### config.mk
export PLATFORM = sky130hd
export DESIGN_NAME = mult_seq_shift_add
export DESIGN_NICKNAME = d
export VERILOG_FILES = /design/src/rtl/mult_seq_pkg.sv /design/src/rtl/mult_abs_sign.sv /design/src/rtl/mult_seq_shift_add.sv
export SDC_FILE = /design/constraint.sdc
export NUM_CORES = 1
export LEC_CHECK = 0
export BUFFER_PORTS_ARGS = -buffer_cell sky130_fd_sc_hd__buf_4
export CAP_MARGIN = 20
export CORE_UTILIZATION = 54
export DETAILED_ROUTE_END_ITERATION = 7
export HOLD_SLACK_MARGIN = 0.15
export PLACE_DENSITY = 0.86
export SYNTH_ARGS = -nofsm -noshare
export SYNTH_HDL_FRONTEND = slang
export SYNTH_SLANG_ARGS = --single-unit
### constraint.sdc
create_clock -name clk -period 2.9 [get_ports clk]
set_input_delay 0.435 -clock clk [delete_from_list [all_inputs] [get_ports clk]]
set_output_delay 0.435 -clock clk [all_outputs]
set_load 0.005 [all_outputs]
### src/rtl/mult_seq_pkg.sv
// Shared types and helpers for the sequential shift-add multiplier.
package mult_seq_pkg;

    typedef enum logic [1:0] {
        IDLE = 2'd0,
        RUN  = 2'd1,
        DONE = 2'd2
    } mult_state_t;

    // Iteration counter width: enough to count 0..width-1, never narrower than one bit.
    function automatic int cnt_width(input int width);
        int w;
        w = $clog2(width);
        if (w < 1) begin
            w = 1;
        end else begin
            w = w;
        end
        return w;
    endfunction

endpackage

### src/rtl/mult_abs_sign.sv
// Operand magnitude and result-sign extraction for the shift-add multiplier.
// Kept apart so the sign path can be approximated independently of the datapath.
module mult_abs_sign #(
    parameter int WIDTH = 8
) (
    input  logic [WIDTH-1:0] a,
    input  logic [WIDTH-1:0] b,
    input  logic             is_signed,
    output logic [WIDTH-1:0] a_mag,
    output logic [WIDTH-1:0] b_mag,
    output logic             neg
);

    // Magnitudes in signed mode (the most negative value maps onto 2^(WIDTH-1)), pass-through otherwise.
    always_comb begin
        a_mag = a;
        b_mag = b;
        neg   = 1'b0;
        if (is_signed) begin
            if (a[WIDTH-1]) begin
                a_mag = -a;
            end else begin
                a_mag = a;
            end
            if (b[WIDTH-1]) begin
                b_mag = -b;
            end else begin
                b_mag = b;
            end
            neg = a[WIDTH-1] ^ b[WIDTH-1];
        end else begin
            a_mag = a;
            b_mag = b;
            neg   = 1'b0;
        end
    end

endmodule

### src/rtl/mult_seq_shift_add.sv
// Iterative radix-2 shift-add multiplier with valid/ready handshakes on both sides.
// One operation in flight; fixed latency of WIDTH cycles from acceptance to result.
module mult_seq_shift_add
    import mult_seq_pkg::*;
#(
    parameter int WIDTH = 8
) (
    input  logic               clk,
    input  logic               rst,
    input  logic               in_valid,
    output logic               in_ready,
    input  logic [WIDTH-1:0]   a,
    input  logic [WIDTH-1:0]   b,
    input  logic               is_signed,
    output logic               out_valid,
    input  logic               out_ready,
    output logic [2*WIDTH-1:0] o
);

    localparam int PW = 2 * WIDTH;
    localparam int CW = cnt_width(WIDTH);
    localparam logic [CW-1:0] CNT_LAST = CW'(WIDTH - 1);

    mult_state_t       state_r;
    mult_state_t       state_next_s;
    logic [PW-1:0]     mcand_r;
    logic [WIDTH-1:0]  mplier_r;
    logic [PW-1:0]     acc_r;
    logic [CW-1:0]     cnt_r;
    logic              neg_r;
    logic [PW-1:0]     o_r;
    logic              out_valid_r;
    logic              in_ready_r;

    logic [WIDTH-1:0]  a_mag_s;
    logic [WIDTH-1:0]  b_mag_s;
    logic              neg_s;
    logic              accept_s;
    logic              out_hs_s;
    logic              last_s;
    logic [PW-1:0]     acc_next_s;
    logic [PW-1:0]     prod_s;

    mult_abs_sign #(
        .WIDTH (WIDTH)
    ) u_abs_sign (
        .a         (a),
        .b         (b),
        .is_signed (is_signed),
        .a_mag     (a_mag_s),
        .b_mag     (b_mag_s),
        .neg       (neg_s)
    );

    // Handshake qualifiers, one accumulation step and the sign-corrected final product.
    always_comb begin
        accept_s   = in_valid & in_ready_r;
        out_hs_s   = out_valid_r & out_ready;
        last_s     = (cnt_r == CNT_LAST);
        acc_next_s = acc_r;
        if (mplier_r[0]) begin
            acc_next_s = acc_r + mcand_r;
        end else begin
            acc_next_s = acc_r;
        end
        if (neg_r) begin
            prod_s = -acc_next_s;
        end else begin
            prod_s = acc_next_s;
        end
    end

    // Next-state logic: accept in IDLE, iterate exactly WIDTH times, hold result until taken.
    always_comb begin
        state_next_s = state_r;
        case (state_r)
            IDLE: begin
                if (accept_s) begin
                    state_next_s = RUN;
                end else begin
                    state_next_s = IDLE;
                end
            end
            RUN: begin
                if (last_s) begin
                    state_next_s = DONE;
                end else begin
                    state_next_s = RUN;
                end
            end
            DONE: begin
                if (out_hs_s) begin
                    state_next_s = IDLE;
                end else begin
                    state_next_s = DONE;
                end
            end
            default: begin
                state_next_s = IDLE;
            end
        endcase
    end

    // State register; reset aborts any operation in progress.
    always_ff @(posedge clk) begin
        if (rst) begin
            state_r <= IDLE;
        end else begin
            state_r <= state_next_s;
        end
    end

    // Datapath and registered handshake outputs.
    always_ff @(posedge clk) begin
        if (rst) begin
            mcand_r     <= '0;
            mplier_r    <= '0;
            acc_r       <= '0;
            cnt_r       <= '0;
            neg_r       <= 1'b0;
            o_r         <= '0;
            out_valid_r <= 1'b0;
            in_ready_r  <= 1'b1;
        end else begin
            case (state_r)
                IDLE: begin
                    if (accept_s) begin
                        mcand_r    <= {{WIDTH{1'b0}}, a_mag_s};
                        mplier_r   <= b_mag_s;
                        neg_r      <= neg_s;
                        acc_r      <= '0;
                        cnt_r      <= '0;
                        in_ready_r <= 1'b0;
                    end
                end
                RUN: begin
                    acc_r    <= acc_next_s;
                    mcand_r  <= mcand_r << 1;
                    mplier_r <= mplier_r >> 1;
                    cnt_r    <= cnt_r + CW'(1);
                    if (last_s) begin
                        o_r         <= prod_s;
                        out_valid_r <= 1'b1;
                    end
                end
                DONE: begin
                    if (out_hs_s) begin
                        out_valid_r <= 1'b0;
                        in_ready_r  <= 1'b1;
                    end
                end
                default: begin
                    out_valid_r <= 1'b0;
                    in_ready_r  <= 1'b1;
                end
            endcase
        end
    end

    assign in_ready  = in_ready_r;
    assign out_valid = out_valid_r;
    assign o         = o_r;

endmodule
* Yosys cells after proc, flatten, opt, wreduce, memory -nomap -nowiden
Cells that the tools add are included.
Word-level totals: register bits 64, bits of input ports 21, word-level logic and storage cells 57
Cells by class: $add $sub $neg 5, eq/ne operators 6, mux-type cells 25, bitwise logic cells 5, reduce and logical (&&, ||, !) cells 7
Operators with widths (count):
- $mux 16 | 4
- $pmux 16 s2 | 2
- $mux 8 | 5
- $add 16x16->16 | 1
- $neg 16->16 | 1
- $neg 8->8 | 2
- $pmux 8 s2 | 1
- $mux 1 | 6
- $ne 2x2->1 const B | 3
- $pmux 1 s3 | 2
- $pmux 2 s3 | 1
- $pmux 3 s2 | 1
- $reduce_and 2->1 | 3
- $reduce_and 3->1 | 2
- $mux 2 | 2
- $add 3x1->3 const B | 1
- $eq 3x3->1 const B | 1
- $mux 3 | 1
- $and 1x1->1 | 2
- $eq 2x1->1 const B | 1
- $eq 2x2->1 const B | 1
- $logic_not 2->1 | 1
- $not 1->1 | 2
- $reduce_bool 2->1 | 1
- $xor 1x1->1 | 1

* Logic depth before layout (Yosys ltp)
Gate-level depths: netlist of run 1.
word-level depth 5, gate-level depth with buffers 11

* Hierarchy
Synthesis of run 1 repeated with hierarchy kept, for this count alone.
Unflattened totals: cell total of the unflattened synthesis 542, area, all modules 4180.3 um^2
Modules (own cells, without submodules):
- mult_seq_shift_add | instances 1, cells an instance 494, area an instance 3857.4 um^2, sequential area each 1281.2 um^2
- mult_abs_sign | instances 1, cells an instance 48, area an instance 322.8 um^2, sequential area each 0.0 um^2

* Worst setup path after synthesis of run 1
Ideal clock, no wire load.
kind flip-flop to flip-flop, start point register mcand_r[0], end point register o_r[12] (netlist: o[12]), data arrival time 2706 ps, data required time 2778 ps, slack 72 ps, cell stages (with the launch flop) 12, buffers on the path 0, clock period less this slack 2828 ps, cell sequence dfxtp_1 ha_1 fa_1 a21o_1 a221oi_4 a31o_2 xor2_2 a21oi_2 nor4_1 a21oi_1 and3_1 a311o_1
On the way: word-level cells in the longest chain between the ends 4
RTL lines:
- start, declared | line mult_seq_shift_add.sv:26 | logic [PW-1:0] mcand_r;
- start signal, assigned | line mult_seq_shift_add.sv:128 | mcand_r <= {{WIDTH{1'b0}}, a_mag_s};
- start signal, assigned | line mult_seq_shift_add.sv:138 | mcand_r <= mcand_r << 1;
- $add 16x16->16 * | line mult_seq_shift_add.sv:62 | acc_next_s = acc_r + mcand_r;
- $mux 16 * | line mult_seq_shift_add.sv:61 | if (mplier_r[0]) begin
- $neg 16->16 | line mult_seq_shift_add.sv:67 | prod_s = -acc_next_s;
- $mux 16 * | line mult_seq_shift_add.sv:66 | if (neg_r) begin
- end signal, assigned | line mult_seq_shift_add.sv:142 | o_r <= prod_s;
- end, declared | line mult_seq_shift_add.sv:31 | logic [PW-1:0] o_r;
Every way passes the cells marked *; elsewhere a longest branch is shown, timed or not. A chain may end at the register's enable or synchronous reset.

* Worst setup path after layout of run 1
start point register mcand_r[1], end point register o_r[15] (netlist: o[15])
Same word-level chain as after synthesis.

==> results of run 1 <==
[worst max-delay path, cell delays in order, from the launching register on]
cell and delay [ps]:
dfxtp_1 380, ha_1 320, a21o_1 140, nand4_1 250, a2111oi_0 670, buf_4 220, nor3_1 50, nor3_1 260
xor2_1 580, and2_1 240, mux2i_1 80, nand2_1 60
[power groups by stage]
stage                     clock network, mW  registers, mW  logic, mW
final                                 0.812          0.927      0.385
after global routing                  0.833          0.929      0.412
after CTS                             0.799          0.925      0.340
after detailed placement                  0          0.945      0.321
after global placement                    0          0.943      0.309
after floorplan                           0          0.935      0.209
[through the flow]
stage               hold WS (ps)  util (%)
floorplan                    446         -
global placement             440      64.9
detailed placement           445      64.9
CTS                          347      69.4
global route                 360      72.0
finish                       348      72.0
[layer usage]
layer / vias up / global-route usage [%] / part of all wire (%)
li1: 2099 / - / -
met1: 2111 / 33.6 / 36
met2: 271 / 55.2 / 49
met3: 85 / 6.28 / 8.5
met4: 0 / 22.2 / 6.2
met5: - / 0 / 0
[placed cells by master, fill, tap and decap left out, types with 3 or more instances in the layout]
master	n
nand2_1	69
and3_1	4
dfxtp_1	62
buf_4	94
o21ai_0	13
a21oi_1	56
nor2_1	51
o211ai_1	4
nand4b_1	3
a21oi_2	7
mux2i_1	3
a211oi_1	9
nor3b_1	3
nand4_1	5
nor3_2	3
xor2_1	12
and2_1	6
or3_1	6
nor3_1	10
nor2b_1	3
o21a_1	3
inv_1	12
a221oi_1	5
clkbuf_8	9
xnor2_1	10
a21o_1	4
a22oi_1	10
nand3_1	30
a31oi_1	13
ha_1	17
nand3b_1	3
nand2b_1	3
[synth_stat cells (all sizes together) (7+ instances only)]
| master | instances |
|---|---|
| inv | 13 |
| nor3 | 14 |
| o21ai | 16 |
| nor2 | 52 |
| nand2 | 69 |
| a22oi | 10 |
| a211oi | 10 |
| clkbuf | 29 |
| a21oi | 64 |
| dfxtp | 64 |
| a31oi | 13 |
| a221oi | 7 |
| nand3 | 30 |
| xnor2 | 11 |
| ha | 20 |
| xor2 | 13 |
[kinds of logic (layout without fill, tap and decap cells)]
| group | after synthesis | after routing |
|---|---|---|
| DFF | 64 | 64 |
| adders and majority gates | 21 | 21 |
| and+or+nand+nor | 216 | 216 |
| xor gates and xnor gates | 24 | 24 |
| muxes | 6 | 6 |
| buffers and inverters | 48 | 128 |
| AOI/OAI and AO/OA | 153 | 153 |
[registers in the layout, indices dropped and copies added (netlist names)]
signal / cells
acc_r: 16
mcand_r: 16
o: 16
mplier_r: 8
cnt_r: 3
state_r: 2
in_ready: 1
neg_r: 1
out_valid: 1
[worst paths after layout]
path	startpoint	to	slack, ps	depth (start not counted)
max	mcand_r[1]$_SDFFE_PP0P_	o[15]$_SDFFE_PP0P_	-380	11
max reg2reg	mcand_r[1]$_SDFFE_PP0P_	o[15]$_SDFFE_PP0P_	-380	11
min reg2reg	o[4]$_SDFFE_PP0P_	o[4]$_SDFFE_PP0P_	460	2
min	a[0]	mcand_r[0]$_SDFFE_PP0P_	350	3
[repair_timing]
| item | 4_1_cts | 5_1_grt |
|---|---|---|
| endpoints found under the hold margin | 0 | 0 |
| setup buffers | 5 | 9 |
| endpoints found under the setup margin | 5 | 9 |
| gates resized for setup | 15 | 21 |
| pin swaps | 8 | 27 |
[final cells by class]
class / instances / area share, %
Multi-Input combinational cell: 420 / 53.6
Sequential cell: 64 / 24.5
Timing Repair Buffer: 99 / 14.8
Clock buffer: 9 / 2.36
Tap cell: 99 / 2.36
Clock inverter: 7 / 1.48
Inverter: 13 / 0.929
==> impl_results.md, run 1 <==
* Pre-CTS setup slack at -134 ps
* Max transition margin at 54.8%
* CTS tree: yes
* Die Area at 0.00798 mm^2
* Power Density at 404 mW/mm^2
* Biggest area consumer among synthesized cells: dfxtp_1
* Drt first-iter violations at 496
* P_int at 1.46 mW
* Max Fclk at 304 MHz
* Total area of sequential cells at 0.00129 mm^2
* Post-synth ARST share at 0%
* Psw at 663 uW
* # IOs at 39
* Crit start category: flip-flop
* Row Count at 31
* Fin. Hold Viols at 0
* RSZ-0062 raised after global routing: true
* First-pass GRT wire length at 18,800 um
* Final setup TNS at -1280 ps
* Syn Inst Count at 532
* Starting Density at 56.5%
* Gpl congestion at 0.879
* Synthesis Warnings at 0
* Clk_skew at 13.0 ps
* Area growth syn-to-layout at 27.6%
* PortBufs at 38
* Pwr Total at 2.12 mW
* CTS Buffer Depth at 2
* FF+latch count, synth at 64
* Core area at 0.00729 mm^2
* Peak VDD IR at 398 uV
* Largest net degree at the start of global routing at 41
* Fillers at 528
* Ant. Diodes at 0
* GRT overflow at 0
* Flop pwr share at 43.6%
* Setup WS post-layout at -384 ps
* Final setup violating endpoints at 7
* Synth unique cells at 67
* Antenna viol nets, final at 0
* Min-delay worst type: in -> reg
* Num Clock Sinks at 64
* Die W at 89.3 um
* Crit-path max FO at 5
* Synth Area in Adders at 6.57%
* Placed insts at 680
* Hold buffers post-CTS at 0
* Post-Synth Simple-Gate Area at 25.9%
* Post-Layout Cell Count at 711
* Post-synth EDFFs at 0
* Htree depth at 3
* Dpl hpwl at 8000 um
* Clock network latency to the later pin of the worst-skew pair at 370 ps
* Status: complete, but fails checks
* Final Max Tran Viols at 0
* Layout cells sized above 1 at 25.8%
* Area after DPL at 0.00473 mm^2
* Final instance area at 0.00525 mm^2
* Pleak at 2.06 nW
* Multi-input gate area at 0.00281 mm^2
* DRT Pass-1 Iters at 5
* Comb power frac at 18.1%
* Initial antenna violation count at 1
* CP Capture Type: flip-flop
* WS Path Type: reg -> reg
* Vias in the first global route at 4,165
* Syn_nets at 574
* Clock share of power at 38.2%
* Top FF cell, synth: dfxtp_1
* CP arrival at 3600 ps
* Max-cap violation count at 0
* Final WL at 13,400 um
* Period utilisation layout at 113%
* Post-synth top area share at 31.1%
* Violated checks: negative setup slack
* Vias per inst at 6.42
* Post-synthesis compound-gate area fraction at 24.8%
* Syn Area/Cell at 7.74 um^2
* Required time worst endpoint at 3220 ps
* Clk slew on worst S/H paths at 80 ps
* Post-synthesis cell area at 0.00412 mm^2
* Top cells by area, synth: dfxtp_1, a21oi_1, nand2_1
* CTS Buf Count at 9
* Die height at 89.3 um
* Synth Area in XOR/XNOR at 5.29%
* Layout Nets at 649
* Largest family of logic cells by synthesized area: simple AND/OR/NAND/NOR gates
* Register area share after synthesis at 31.1%
* Sw Share at 31.2%
* Period minus WS final at 3280 ps
* CTS root buf: clkbuf_8
* Wire per inst at 18.9 um
* Slew @ Worst Pin at 675 ps
* Vias at 4,566
* Gr usage total at 31.4%
* Mux share of post-synthesis cell area at 1.79%
* DRC at 0
Power figures use the tool's default switching activity.
==> run 2: changes to the inputs <==
--- a/config.mk
+++ b/config.mk
@@ -7,10 +7,11 @@
 export LEC_CHECK = 0
 export BUFFER_PORTS_ARGS = -buffer_cell sky130_fd_sc_hd__buf_4
 export CAP_MARGIN = 20
-export CORE_UTILIZATION = 54
+export CORE_UTILIZATION = 56
+export CTS_BUF_LIST = sky130_fd_sc_hd__clkbuf_2
 export DETAILED_ROUTE_END_ITERATION = 7
 export HOLD_SLACK_MARGIN = 0.15
-export PLACE_DENSITY = 0.86
+export PLACE_DENSITY = 0.88
 export SYNTH_ARGS = -nofsm -noshare
 export SYNTH_HDL_FRONTEND = slang
 export SYNTH_SLANG_ARGS = --single-unit
==> impl_results.md, run 2 (synthesis results as in run 1) <==
* Wire per inst at 16.5 um
* Commonest non-fill, non-tap cell in the layout: buf_4
* Placed insts at 678
* CP peak stage delay at 440 ps
* Flop pwr share at 52.2%
* Cells along the critical path: ha_1 -> a21o_1 -> a221oi_4 -> a31o_2 -> buf_4 -> o21a_1 -> o311ai_2 -> buf_4 -> nor3_2 -> a21oi_1 -> mux2i_1 -> nand2_1
* Slew @ Worst Pin at 675 ps
* Die W at 87.7 um
* First-pass GRT wire length at 18,200 um
* CTS root buf: clkbuf_2
* Crit-path max FO at 6
* Layout Nets at 643
* Die height at 87.7 um
* Total area of sequential cells at 0.00128 mm^2
* Htree depth at 3
* Setup WS post-layout at -45.2 ps
* Power Density at 355 mW/mm^2
* Peak VDD IR at 343 uV
* Die Area at 0.00770 mm^2
* Crit path top cell by count: buf_4
* RSZ-0062 raised after global routing: true
* Period minus WS final at 2950 ps
* Final setup violating endpoints at 6
* Grt met2 use at 53.6%
* CP arrival at 3400 ps
* Antenna viol nets, final at 0
* CTS Buffer Depth at 2
* Clock share of power at 27.7%
* Starting Density at 59.3%
* DRC at 0
* Crit-path slowest cell: ha_1
* Dpl hpwl at 8200 um
* Max transition margin at 54.5%
* Clk slew on worst S/H paths at 230 ps
* GRT met3 Usage at 6.97%
* Period utilisation layout at 102%
* Gpl congestion at 0.891
* Max-cap violation count at 0
* Violated checks: negative setup slack
* Area after DPL at 0.00474 mm^2
* Most frequent cells in the layout: buf_4, nand2_1, a21oi_1, dfxtp_1, nor2_1
* Gr usage total at 30.3%
* Clock network latency to the later pin of the worst-skew pair at 530 ps
* CP Capture Type: flip-flop
* GRT overflow at 0
* Pwr Total at 1.78 mW
* PortBufs at 38
* Fin. Hold Viols at 0
* Required time worst endpoint at 3350 ps
* Final WL at 11,600 um
* Final instance area at 0.00502 mm^2
* Comb power frac at 20.1%
* Max Fclk at 340 MHz
* Ant. Diodes at 0
* Drt first-iter violations at 286
* CTS tree: yes
* Final Max Tran Viols at 0
* CTS Buf Count at 9
* Initial antenna violation count at 0
* Grt met1 use at 34.6%
* Area growth syn-to-layout at 22.0%
* Vias at 4,375
* Pre-CTS setup slack at -110 ps
* Psw at 608 uW
* Vias in the first global route at 4,030
* Largest net degree at the start of global routing at 41
* Clk_skew at 33.2 ps
* Sw Share at 34.1%
* Status: complete, but fails checks
* Row Count at 30
* Post-Layout Cell Count at 702
* P_int at 1.17 mW
* # IOs at 39
* Crit start category: flip-flop
* Pleak at 1.98 nW
* Core area at 0.00694 mm^2
* Min-delay worst type: in -> reg
* Multi-input gate area at 0.00274 mm^2
* Num Clock Sinks at 64
* DRT Pass-1 Iters at 5
* WS Path Type: reg -> reg
* Vias per inst at 6.23
* GRT busiest layer: met2
* Layout cells sized above 1 at 23.6%
* Fillers at 519
run 2: cell types whose count changed in the layout (fill, tap and decap cells not counted), moves of 2 or more:
cell           before  now
clkbuf_2            0    9
clkbuf_8            9    0
a21oi_1            56   61
buf_4              94   89
a21oi_2             7    3
buf_8               2    0
clkinv_4            2    4
dfxtp_2             1    3
dlygate4sd3_1       0    2
o31ai_1             0    2
o31ai_2             2    0
run 2: layer usage:
| metal | vias up | part of all wire [%] |
|---|---|---|
| met5 | - | 0 |
| met4 | 0 | 3.7 |
| met3 | 51 | 6.3 |
| met2 | 184 | 50 |
| met1 | 2066 | 40 |
| li1 | 2074 | - |
run 2: worst max-delay path, delay by kind of cell, from the launching register on:
kind	cells	cell delay [ps]
AO/OA/AOI/OAI	6	1330
flip-flops	1	390
buffers and inverters	2	340
adder cells (fa/ha/maj)	1	440
multiplexers	1	240
AND/OR/NAND/NOR	2	140
run 2: cell type report:
class	instances	area share, %
clock buffers	9	0.897
clock inverters	7	1.12
inverters	13	0.971
multi-input cells	420	54.6
flip-flops and latches	64	25.6
well taps	96	2.39
repair buffers	93	14.5
run 2: worst paths after layout:
kind,startpoint,end,slack [ps],cells after the start
worst max register to register,acc_r[2]$_SDFFE_PP0P_,o[15]$_SDFFE_PP0P_,-50,12
worst min-delay path,b[7],mplier_r[7]$_SDFFE_PP0P_,200,3
worst min register to register,o[1]$_SDFFE_PP0P_,o[1]$_SDFFE_PP0P_,470,2
worst max-delay path,acc_r[2]$_SDFFE_PP0P_,o[15]$_SDFFE_PP0P_,-50,12
run 2: timing repair:
item,CTS,global route
setup buffers,3,2
endpoints found under the hold margin,0,2
setup endpoints to repair,6,7
hold buffers,0,2
pin swaps,11,4
gates resized for setup,13,8
run 2: power by group through the flow:
stage / registers, mW / clock network [mW] / logic [mW]
CTS: 0.929 / 0.493 / 0.333
detailed placement: 0.946 / 0 / 0.321
finish: 0.931 / 0.493 / 0.359
global placement: 0.944 / 0 / 0.309
global route: 0.935 / 0.540 / 0.391
floorplan: 0.935 / 0 / 0.209
run 2: metrics by stage:
step	TNS, ps	utilization [%]	hold slack, ps
floorplan	0	-	446
global placement	-1.05	68.2	441
detailed placement	-384	68.2	445
CTS	-22.0	70.9	181
global route	-960	72.3	163
finish	-172	72.3	204
==> run 3: changes to the inputs <==
--- a/config.mk
+++ b/config.mk
@@ -7,11 +7,12 @@
 export LEC_CHECK = 0
 export BUFFER_PORTS_ARGS = -buffer_cell sky130_fd_sc_hd__buf_4
 export CAP_MARGIN = 20
-export CORE_UTILIZATION = 56
+export CORE_UTILIZATION = 49
 export CTS_BUF_LIST = sky130_fd_sc_hd__clkbuf_2
 export DETAILED_ROUTE_END_ITERATION = 7
 export HOLD_SLACK_MARGIN = 0.15
-export PLACE_DENSITY = 0.88
+export PLACE_DENSITY = 0.8
 export SYNTH_ARGS = -nofsm -noshare
 export SYNTH_HDL_FRONTEND = slang
 export SYNTH_SLANG_ARGS = --single-unit
+export TNS_END_PERCENT = 30
==> impl_results.md, run 3 (synthesis results as in run 1) <==
* First-pass GRT wire length at 18,100 um
* WS Path Type: reg -> reg
* # IOs at 39
* Area growth syn-to-layout at 22.3%
* CP arrival at 3430 ps
* Commonest non-fill, non-tap cell in the layout: buf_4
* Peak VDD IR at 253 uV
* Row Count at 33
* Die height at 93.7 um
* Htree depth at 3
* Period utilisation layout at 102%
* Pre-CTS setup slack at -70.0 ps
* Period minus WS final at 2950 ps
* RSZ-0062 raised after global routing: true
* Pleak at 1.97 nW
* CTS root buf: clkbuf_2
* Required time worst endpoint at 3390 ps
* Layout Nets at 643
* GRT overflow at 0
* Violated checks: negative setup slack
* Ant. Diodes at 0
* Post-Layout Cell Count at 711
* Gpl congestion at 0.896
* Crit start category: flip-flop
* Vias in the first global route at 4,022
* Max Fclk at 339 MHz
* Vias per inst at 5.91
* PortBufs at 38
* CTS Buf Count at 9
* Crit-path max FO at 5
* CTS tree: yes
* Final Max Tran Viols at 0
* Max-cap violation count at 0
* Final setup violating endpoints at 3
* Min-delay worst type: in -> reg
* Setup WS post-layout at -47.9 ps
* Drt first-iter violations at 201
* Slew @ Worst Pin at 1100 ps
* Fin. Hold Viols at 0
* Num Clock Sinks at 64
* Largest net degree at the start of global routing at 38
* Wire per inst at 15.7 um
* DRT Pass-1 Iters at 6
* Final instance area at 0.00503 mm^2
* Core area at 0.00818 mm^2
* Most frequent cells in the layout: buf_4, nand2_1, dfxtp_1
* Gr usage total at 26.7%
* Initial antenna violation count at 0
* Dpl hpwl at 7980 um
* Die Area at 0.00877 mm^2
* DRC at 0
* Clk_skew at 34.6 ps
* Clk slew on worst S/H paths at 190 ps
* Clock network latency to the later pin of the worst-skew pair at 570 ps
* Vias at 4,200
* CTS Buffer Depth at 2
* Placed insts at 682
* Max transition margin at 26.5%
* Pwr Total at 1.94 mW
* Hold WS at 178 ps
* CP Capture Type: flip-flop
* Status: complete, but fails checks
* Power Density at 385 mW/mm^2
* Starting Density at 50.4%
* Die W at 93.7 um
* Final WL at 11,200 um
* Antenna viol nets, final at 0
* Layout cells sized above 1 at 21.9%
* Area after DPL at 0.00471 mm^2
[run 3: where the power goes]
part	switching, mW	internal, mW
clock	0.380	0.294
sequential	0.0235	0.904
combinational	0.203	0.135
total	0.606	1.33
[run 3: final cells by class]
| type | instances | area [um^2] |
|---|---|---|
| Clock buffer | 9 | 45.0 |
| Clock inverter | 7 | 103 |
| Fill cell | 717 | 3140 |
| Inverter | 13 | 48.8 |
| Multi-Input combinational cell | 420 | 2710 |
| Sequential cell | 64 | 1280 |
| Tap cell | 105 | 131 |
| Timing Repair Buffer | 93 | 716 |
[run 3: stage by stage]
step	TNS, ps	util (%)
2_1_floorplan	0	-
3_3_place_gp	-25.5	57.6
3_5_place_dp	-178	57.6
4_1_cts	-74.4	61.1
5_1_grt	-952	61.6
6_report	-111	61.6
[run 3: layer usage]
| metal | global-route usage [%] | vias up | share of wire, % |
|---|---|---|---|
| li1 | - | 2073 | - |
| met4 | 12.1 | 0 | 3.2 |
| met3 | 5.74 | 26 | 5.1 |
| met1 | 30.4 | 1991 | 42 |
| met2 | 47.4 | 110 | 50 |
| met5 | 0 | - | 0 |
[run 3: worst paths after layout]
path / start / endpoint / slack [ps] / cells past startpoint
setup / recovery: mcand_r[0]$_SDFFE_PP0P_ / o[13]$_SDFFE_PP0P_ / -50 / 11
hold / removal: a[6] / mcand_r[6]$_SDFFE_PP0P_ / 180 / 4
setup reg to reg: mcand_r[0]$_SDFFE_PP0P_ / o[13]$_SDFFE_PP0P_ / -50 / 11
hold reg to reg: o[15]$_SDFFE_PP0P_ / o[15]$_SDFFE_PP0P_ / 460 / 2
[run 3: timing repair]
action,CTS,global route
resized for setup,10,5
setup buffers,3,3
setup endpoints to repair,6,8
hold endpoints to repair,7,0
hold buffers,7,0
pin swaps,12,3
[run 3: critical path: stages (launching register included)]
cell and delay [ps]:
dfxtp_2 370, ha_4 160, fa_2 360, a21o_1 230
a221oi_4 370, o31ai_2 120, a221oi_2 310, o311ai_2 210
nor4_4 270, a21oi_2 110, xnor2_1 140, a211oi_1 230
